--- src/rtl/ie_branch_unit.sv ---
// IE-stage branch/jump resolver: conditional branches, JMP abs, and JMP indirect via byte-wide reads.
// Define IE_CMOS_JMP_FIX_EN for 65C02 carry into the pointer high byte on the second indirect read.
module ie_branch_unit #(
  parameter int ADDR_W = 16,
  parameter int DATA_W = 8
) (
  input  logic              clk,
  input  logic              reset_n,
  input  logic              start,
  input  logic [7:0]        br_op,
  input  logic              jmp_ind,
  input  logic [ADDR_W-1:0] operand,
  input  logic [ADDR_W-1:0] pc_in,
  input  logic [7:0]        status,
  output logic              mem_rd_req,
  output logic [ADDR_W-1:0] mem_addr,
  input  logic [DATA_W-1:0] mem_rd_data,
  input  logic              mem_rd_valid,
  output logic              busy,
  output logic              done,
  output logic              taken,
  output logic [ADDR_W-1:0] new_pc,
  output logic [1:0]        extra_cycles,
  output logic              illegal
);

  localparam logic [7:0] OP_BCC = 8'h04, OP_BCS = 8'h05, OP_BEQ = 8'h06, OP_BMI = 8'h07;
  localparam logic [7:0] OP_BNE = 8'h08, OP_BPL = 8'h09, OP_BVC = 8'h0A, OP_BVS = 8'h0B;
  localparam logic [7:0] OP_JMP = 8'h1C;

  typedef enum logic [2:0] {IDLE, EVAL, PTR_LO, PTR_HI, FINISH} state_t;

  state_t              state_q, state_d;
  logic [7:0]          op_q, op_d;
  logic                ind_q, ind_d;
  logic [ADDR_W-1:0]   opr_q, opr_d, pc_q, pc_d;
  logic [3:0]          flags_q, flags_d;
  logic [DATA_W-1:0]   lo_q, lo_d;
  logic                gap_q, gap_d;
  logic                taken_q, taken_d, illegal_q, illegal_d, done_q, done_d;
  logic [ADDR_W-1:0]   new_pc_q, new_pc_d;
  logic [1:0]          extra_q, extra_d;

  logic                is_branch, cond;
  logic [ADDR_W-1:0]   rel_tgt, hi_addr;
  logic                unused_status;

  assign unused_status = ^status[5:2];

  // flags_q packs {N, V, Z, C}
  always_comb begin
    is_branch = 1'b1;
    cond      = 1'b0;
    case (op_q)
      OP_BCC:  cond = ~flags_q[0];
      OP_BCS:  cond =  flags_q[0];
      OP_BEQ:  cond =  flags_q[1];
      OP_BMI:  cond =  flags_q[3];
      OP_BNE:  cond = ~flags_q[1];
      OP_BPL:  cond = ~flags_q[3];
      OP_BVC:  cond = ~flags_q[2];
      OP_BVS:  cond =  flags_q[2];
      default: is_branch = 1'b0;
    endcase
  end

  assign rel_tgt = pc_q + {{(ADDR_W-8){opr_q[7]}}, opr_q[7:0]};

`ifdef IE_CMOS_JMP_FIX_EN
  assign hi_addr = opr_q + ADDR_W'(1);
`else
  // NMOS quirk: the pointer's low byte wraps without carrying into the page
  assign hi_addr = {opr_q[ADDR_W-1:8], opr_q[7:0] + 8'd1};
`endif

  always_comb begin
    state_d   = state_q;
    op_d      = op_q;
    ind_d     = ind_q;
    opr_d     = opr_q;
    pc_d      = pc_q;
    flags_d   = flags_q;
    lo_d      = lo_q;
    gap_d     = 1'b0;
    taken_d   = taken_q;
    new_pc_d  = new_pc_q;
    extra_d   = extra_q;
    illegal_d = illegal_q;
    done_d    = (state_q == FINISH);
    case (state_q)
      IDLE: begin
        if (start && !done_q) begin
          op_d    = br_op;
          ind_d   = jmp_ind;
          opr_d   = operand;
          pc_d    = pc_in;
          flags_d = {status[7], status[6], status[1], status[0]};
          state_d = EVAL;
        end
      end
      EVAL: begin
        illegal_d = 1'b0;
        extra_d   = 2'd0;
        state_d   = FINISH;
        if (op_q == OP_JMP) begin
          taken_d = ~ind_q;
          if (ind_q) state_d = PTR_LO;
          else       new_pc_d = opr_q;
        end else if (is_branch) begin
          taken_d  = cond;
          new_pc_d = cond ? rel_tgt : pc_q;
          if (cond) extra_d = (rel_tgt[ADDR_W-1:8] != pc_q[ADDR_W-1:8]) ? 2'd2 : 2'd1;
        end else begin
          illegal_d = 1'b1;
          taken_d   = 1'b0;
          new_pc_d  = pc_q;
        end
      end
      PTR_LO: begin
        if (mem_rd_valid) begin
          lo_d    = mem_rd_data;
          gap_d   = 1'b1;
          state_d = PTR_HI;
        end
      end
      PTR_HI: begin
        if (!gap_q && mem_rd_valid) begin
          new_pc_d = ADDR_W'({mem_rd_data, lo_q});
          taken_d  = 1'b1;
          state_d  = FINISH;
        end
      end
      FINISH:  state_d = IDLE;
      default: state_d = IDLE;
    endcase
  end

  always_ff @(posedge clk or negedge reset_n) begin
    if (!reset_n) begin
      state_q   <= IDLE;
      op_q      <= '0;
      ind_q     <= 1'b0;
      opr_q     <= '0;
      pc_q      <= '0;
      flags_q   <= '0;
      lo_q      <= '0;
      gap_q     <= 1'b0;
      taken_q   <= 1'b0;
      new_pc_q  <= '0;
      extra_q   <= 2'd0;
      illegal_q <= 1'b0;
      done_q    <= 1'b0;
    end else begin
      state_q   <= state_d;
      op_q      <= op_d;
      ind_q     <= ind_d;
      opr_q     <= opr_d;
      pc_q      <= pc_d;
      flags_q   <= flags_d;
      lo_q      <= lo_d;
      gap_q     <= gap_d;
      taken_q   <= taken_d;
      new_pc_q  <= new_pc_d;
      extra_q   <= extra_d;
      illegal_q <= illegal_d;
      done_q    <= done_d;
    end
  end

  // done is registered, so busy stays up through the done cycle to block a premature start
  assign mem_rd_req   = (state_q == PTR_LO) || ((state_q == PTR_HI) && !gap_q);
  assign mem_addr     = (state_q == PTR_LO) ? opr_q : (state_q == PTR_HI) ? hi_addr : '0;
  assign busy         = (state_q != IDLE) || done_q;
  assign done         = done_q;
  assign taken        = taken_q;
  assign new_pc       = new_pc_q;
  assign extra_cycles = extra_q;
  assign illegal      = illegal_q;

endmodule

--- config.mk ---
export PLATFORM = sky130hd
export DESIGN_NAME = ie_branch_unit
export DESIGN_NICKNAME = d
export VERILOG_FILES = /design/src/rtl/ie_branch_unit.sv
export SDC_FILE = /design/constraint.sdc
export NUM_CORES = 1
export LEC_CHECK = 0
export CAP_MARGIN = 15
export CORE_UTILIZATION = 40
export CTS_CLUSTER_SIZE = 16
export DETAILED_ROUTE_END_ITERATION = 12
export GPL_TIMING_DRIVEN = 0
export PLACE_DENSITY = 0.66
export SLEW_MARGIN = 40
export SYNTH_ARGS = -nofsm -noshare
export SYNTH_HDL_FRONTEND = slang
export SYNTH_SLANG_ARGS = --single-unit
export TNS_END_PERCENT = 30
--- constraint.sdc ---
create_clock -name clk -period 3.3 [get_ports clk]
set_input_delay 0.825 -clock clk [delete_from_list [all_inputs] [get_ports clk]]
set_output_delay 0.825 -clock clk [all_outputs]
set_load 0.01 [all_outputs]
# After elaboration in Yosys (flattened, before gate mapping)
# Index checks and enable logic that the tools add are counted.
[totals]
elab_cells = 82
out_inout_bits = 39
register_bits = 78
[classes]
n_addsub = 2
reduce_logical = 16
n_eq_ne = 18
n_mux = 28
bitwise = 5
[op_table]
columns = ["cell", "n"]
rows = [
  ["$mux W16", 7],
  ["$eq A8 B3 Y1 const B", 4],
  ["$eq A8 B4 Y1 const B", 4],
  ["$pmux W16 S2", 1],
  ["$add A16 B16 Y16", 1],
  ["$mux W3", 5],
  ["$pmux W3 S4", 1],
  ["$add A8 B1 Y8 const B", 1],
  ["$eq A8 B5 Y1 const B", 1],
  ["$mux W1", 8],
  ["$mux W2", 4],
  ["$ne A8 B8 Y1", 1],
  ["$pmux W1 S8", 1],
  ["$reduce_or A8 Y1", 1],
  ["$eq A3 B2 Y1 const B", 2],
  ["$ne A2 B2 Y1 const B", 3],
  ["$reduce_and A2 Y1", 3],
  ["$reduce_and A3 Y1", 2],
  ["$not A1 Y1", 5],
  ["$eq A3 B1 Y1 const B", 1],
  ["$eq A3 B3 Y1 const B", 1],
  ["$logic_and A1 B1 Y1", 3],
  ["$logic_not A3 Y1", 1],
  ["$ne A3 B3 Y1 const B", 1],
  ["other kinds (5)", 7],
]

# Logic depth before layout (Yosys ltp)
[depth]
depth_word = 6
mapped_depth = 10
mapped_depth_nobuf = 9

# Worst setup path after synthesis
# OpenSTA, ideal clock, no wires.
[synth_timing]
path_type = "reg-to-reg"
from = "register opr_q[1]"
to = "register extra_q[0] (netlist: extra_cycles[0])"
stages_incl_launch_ff = 9
t_arrival_ps = 2632
path_slack_ps = 602
n_path_buf = 0
setup_ps = 66
cell_sequence = "dfrtp_1 ha_1 a211o_1 a2111o_1 and4b_1 or4_1 and2_1 and4b_1 a31o_1"
[synth_between]
elab_chain_cells = 6
[synth_rtl]
columns = ["item", "line", "rtl"]
rows = [
  ["from (decl)", "36", "logic [ADDR_W-1:0] opr_q, opr_d, pc_q, pc_d;"],
  ["from (signal assigned)", "157", "opr_q <= opr_d;"],
  ["$add A16 B16 Y16", "67", "assign rel_tgt = pc_q + {{(ADDR_W-8){opr_q[7]}}, opr_q[7:0]};"],
  ["$ne A8 B8 Y1", "112", "if (cond) extra_d = (rel_tgt[ADDR_W-1:8] != pc_q[ADDR_W-1:8]) ? 2'd2 : 2'd1;"],
  ["$mux W2 (2 in a row)", "112", ""],
  ["$mux W2", "109", "end else if (is_branch) begin"],
  ["$mux W2", "105", "if (op_q == OP_JMP) begin"],
  ["to (signal assigned)", "164", "extra_q <= extra_d;"],
  ["to (decl)", "42", "logic [1:0] extra_q, extra_d;"],
]
# Every way passes these cells.
# A chain may end at the register's enable or synchronous reset.

# Worst setup path in the final report
[layout_timing]
from = "register state_q[0]"
to = "output port mem_addr[7]"
[layout_between]
elab_chain_cells = 3
word_cells_on_any_way = 4
cone_classes = "2 x eq/ne; 2 x mux"
[layout_rtl]
columns = ["item", "line", "rtl"]
rows = [
  ["from (decl)", "33", "state_t state_q, state_d;"],
  ["from (signal assigned)", "154", "state_q <= state_d;"],
  ["$eq A3 B2 Y1", "172", "assign mem_addr = (state_q == PTR_LO) ? opr_q : (state_q == PTR_HI) ? hi_addr : '0;"],
  ["$mux W16", "172", ""],
  ["$mux W16 *", "172", ""],
  ["to (decl)", "16", "output logic [ADDR_W-1:0] mem_addr,"],
]
# Every way passes the cells marked *; elsewhere a longest branch is shown, timed or not.

==> flow_metrics.env <==
export IMPL_outcome="finished, final reports clean"
export IMPL_pin_count=100
export IMPL_first_iter_violations=235
export IMPL_peakVddDrop_mv=0.3948
export IMPL_htreeDepth=3
export IMPL_synth_cells=448
export IMPL_clock_path_buffers=2
export IMPL_avgViaCountPerCell=5.431
export IMPL_clock_skew_ns=0.005575
export IMPL_n_antenna_cell=0
export IMPL_max_stage_delay_ns=0.58
export IMPL_syn_avg_cell_area_um2=10.17
export IMPL_vias=3796
export IMPL_drt_wl_total_um=12070
export IMPL_crit_reg2reg_capture="extra_cycles[0]$_DFFE_PN0P_"
export IMPL_num_nets_final=632
export IMPL_gr_total_overflow=0
export IMPL_grt_max_degree=59
export IMPL_finalCritPeriodShare_pct=94.93
export IMPL_ys_flop_type="dfrtp_1"
export IMPL_crit_chain="and3_1, and3_1, nand4_1, xor2_1, nor2_1, clkdlybuf4s50_1"
export IMPL_synth_distinct_cells=50
export IMPL_p_leak_nw=2.524
export IMPL_crit_type="flip-flop to output pin"
export IMPL_antenna_found_initial=0
export IMPL_max_cap_violations=0
export IMPL_dpl_hpwl_um=9272
export IMPL_drive_gt1_share_pct=13.24
export IMPL_rrSetupSlack_ns=0.26
export IMPL_path_clk_slew_ns=0.06
export IMPL_ys_seq_area_share_pct=42.85
export IMPL_die_x_um=108.7
export IMPL_critPathLaunchType="flip-flop"
export IMPL_cts_tree="done"
export IMPL_final_cells=699
export IMPL_grt_pass1_vias=3890
export IMPL_rsz0062_at_grt="no"
export IMPL_crit_start="state_q[0]$_DFFE_PN0P_"
export IMPL_synth_edf_count=0
export IMPL_timing_fmax_ghz=0.3192
export IMPL_synth_seq_cells=78
export IMPL_dr_pass1_iters=4
export IMPL_hp_class="input port to async pin"
export IMPL_crit_top_cell="and3_1"
export IMPL_core_area_um2=10980
export IMPL_clock_latency_ns=0.34
export IMPL_reg2reg_from="opr_q[0]$_DFFE_PN0P_"
export IMPL_report_final_setup_viol=0
export IMPL_initial_core_util_pct=41.48
export IMPL_die_h_um=108.7
export IMPL_syn_num_nets=526
export IMPL_rows=38
export IMPL_path_max_fanout=11
export IMPL_clock_sinks=78
export IMPL_min_period_ns=3.133
export IMPL_gp_congestion=0.9024
export IMPL_r2r_cells=9
export IMPL_dieArea_um2=11820
export IMPL_synth_area_um2=4556
export IMPL_synthToLayoutAreaGrowth_pct=31.23
export IMPL_critPathRequiredTime_ns=2.47
export IMPL_track_usage_pct=22.14
export IMPL_finalHoldViolCount=0
export IMPL_dpl_cell_count=684
export IMPL_wire_per_inst_um=17.26
export IMPL_crit_slowest_cell="dfrtp_1"
export IMPL_route_detailed_drc=0
export IMPL_ctsResizeCount=0
export IMPL_crit_arrival_ns=2.31
export IMPL_yosysWarnings=0
export IMPL_worst_pin_slew_ns=0.7662
export IMPL_grt_pass1_wl_um=19500
export IMPL_max_slew_margin_rel_pct=48.92
export IMPL_final_setup_tns_ns=0
export IMPL_port_buffers=95
export IMPL_ctsHoldBuffers=0
export IMPL_clockRootBuffer="clkbuf_16"
export IMPL_post_cts_setup_buffer_count=0
export IMPL_numCtsBuffers=9
export IMPL_ant_nets=0
export IMPL_synthArstFlopShare_pct=100.0
export IMPL_slew_violations=0
export IMPL_powerDensity_nw_per_um2=1069
export IMPL_endpoint_kind="output pin"
[cells in the final DEF, fill, tap and decap left out, types with 4 or more instances in the layout]
cell             count
dfrtp_1             78
a21o_1               5
nand2b_1             7
nor2_1              38
xor2_1               9
o31ai_1              7
ha_1                16
a21oi_1             39
clkbuf_1            21
clkdlybuf4s50_1     94
o21ai_0             17
nand2_1             25
xnor2_1             18
and3_1               7
a211o_1              8
clkbuf_16            9
and2_1              15
o211ai_1             4
nand4_1              4
mux2_2              53
a31oi_1              4
a211oi_1             7
inv_1               13
mux2i_1              9
[registers in the layout (all words and copies together), names as in the netlist]
register and flops:
new_pc 16, opr_q 16, pc_q 16, lo_q 8
op_q 8, flags_q 4, state_q 3, extra_cycles 2
done 1, gap_q 1, illegal 1, ind_q 1
taken 1
[synth_stat cells (2+ instances only)]
| cell type | instances | area share [%] |
|---|---|---|
| dfrtp_1 | 78 | 43 |
| mux2_2 | 53 | 13 |
| a21oi_1 | 39 | 4.3 |
| nor2_1 | 38 | 3.1 |
| nand2_1 | 25 | 2.1 |
| clkbuf_1 | 20 | 1.6 |
| o21ai_0 | 18 | 2.0 |
| xnor2_1 | 18 | 3.5 |
| ha_1 | 16 | 4.4 |
| and2_1 | 15 | 2.1 |
| inv_1 | 13 | 1.1 |
| mux2i_1 | 9 | 2.0 |
| xor2_1 | 9 | 1.7 |
| a211o_1 | 8 | 1.5 |
| a211oi_1 | 7 | 1.2 |
| and3_1 | 7 | 0.96 |
| nand2b_1 | 7 | 0.96 |
| o31ai_1 | 7 | 1.2 |
| a21o_1 | 5 | 0.82 |
| a31oi_1 | 4 | 0.55 |
| nand4_1 | 4 | 0.55 |
| o211ai_1 | 4 | 0.66 |
| a22o_1 | 3 | 0.58 |
| nand3_1 | 3 | 0.33 |
| nor2b_1 | 3 | 0.41 |
| nor4_1 | 3 | 0.41 |
| or3_1 | 3 | 0.41 |
| a21o_2 | 2 | 0.38 |
| a41oi_1 | 2 | 0.38 |
| and4b_1 | 2 | 0.44 |
| buf_2 | 2 | 0.22 |
| o21a_1 | 2 | 0.33 |
| o41ai_1 | 2 | 0.38 |
[worst max-delay path by stage]
stage	endpoint	slack, ns	cells after the start
final	mem_addr[7]	0.17	6
after global routing	mem_addr[7]	0.04	6
after CTS	mem_addr[8]	0.09	4
after detailed placement	new_pc[11]$_DFFE_PN0P_	0.15	9
after global placement	pc_q[10]$_DFFE_PN0P_	-1.30	1
after floorplan	extra_cycles[0]$_DFFE_PN0P_	0.60	8
[through the flow]
step	setup slack [ns]	cell area [um^2]	hold slack [ns]	power, mW	utilization (%)
2_1_floorplan	0.6017	4556	0.4706	4.388	-
3_3_place_gp	-1.304	5682	0.4627	5.395	51.73
3_5_place_dp	0.1503	5710	0.4743	5.478	51.99
4_1_cts	0.08726	5976	0.3242	6.411	54.41
5_1_grt	0.04184	5978	0.3393	6.923	54.43
6_report	0.1672	5978	0.3282	6.393	54.43
[cell families (layout without fill, tap and decap cells)]
family,Yosys count,in the layout,share of synthesized area [%]
buf+inv,35,146,2.939
simple gates,113,113,12.17
mux,62,62,15.08
flops,78,78,42.85
compound gates,115,115,16.45
fa+ha+maj,17,17,4.834
xor+xnor,28,28,5.685
[worst max-delay path, delay by kind of cell, from the launching register on]
kind                   cells  cell delay, ns
AND/OR/NAND/NOR            4            0.67
XOR/XNOR                   1            0.16
buffers and inverters      1            0.54
flip-flops                 1            0.58
[area by class of cell]
| cell class | instances | area [um^2] |
|---|---|---|
| Buffer | 21 | 81.33 |
| Clock buffer | 12 | 246.5 |
| Timing Repair Buffer | 96 | 979.7 |
| Tap cell | 140 | 175.2 |
| Multi-Input combinational cell | 335 | 2472 |
| Sequential cell | 78 | 1952 |
| Fill cell | 1011 | 5005 |
| Inverter | 13 | 48.80 |
| Clock inverter | 4 | 22.52 |
[where the power goes]
group	total [mW]	internal, mW	switching (mW)	leakage [nW]
sequential	1.91	1.42	0.487	0.934
clock	0.915	0.526	0.389	0.132
combinational	3.57	1.81	1.76	1.46
total	6.39	3.75	2.64	2.52
[metal layers]
layer / vias up / global-route usage [%] / part of all wire, %
li1: 1839 / - / -
met1: 1833 / 29.57 / 47
met2: 109 / 35.67 / 47
met3: 15 / 4.065 / 5.1
met4: 0 / 8.301 / 1.9
met5: - / 0 / 0
(Power assumes the default switching activity.)
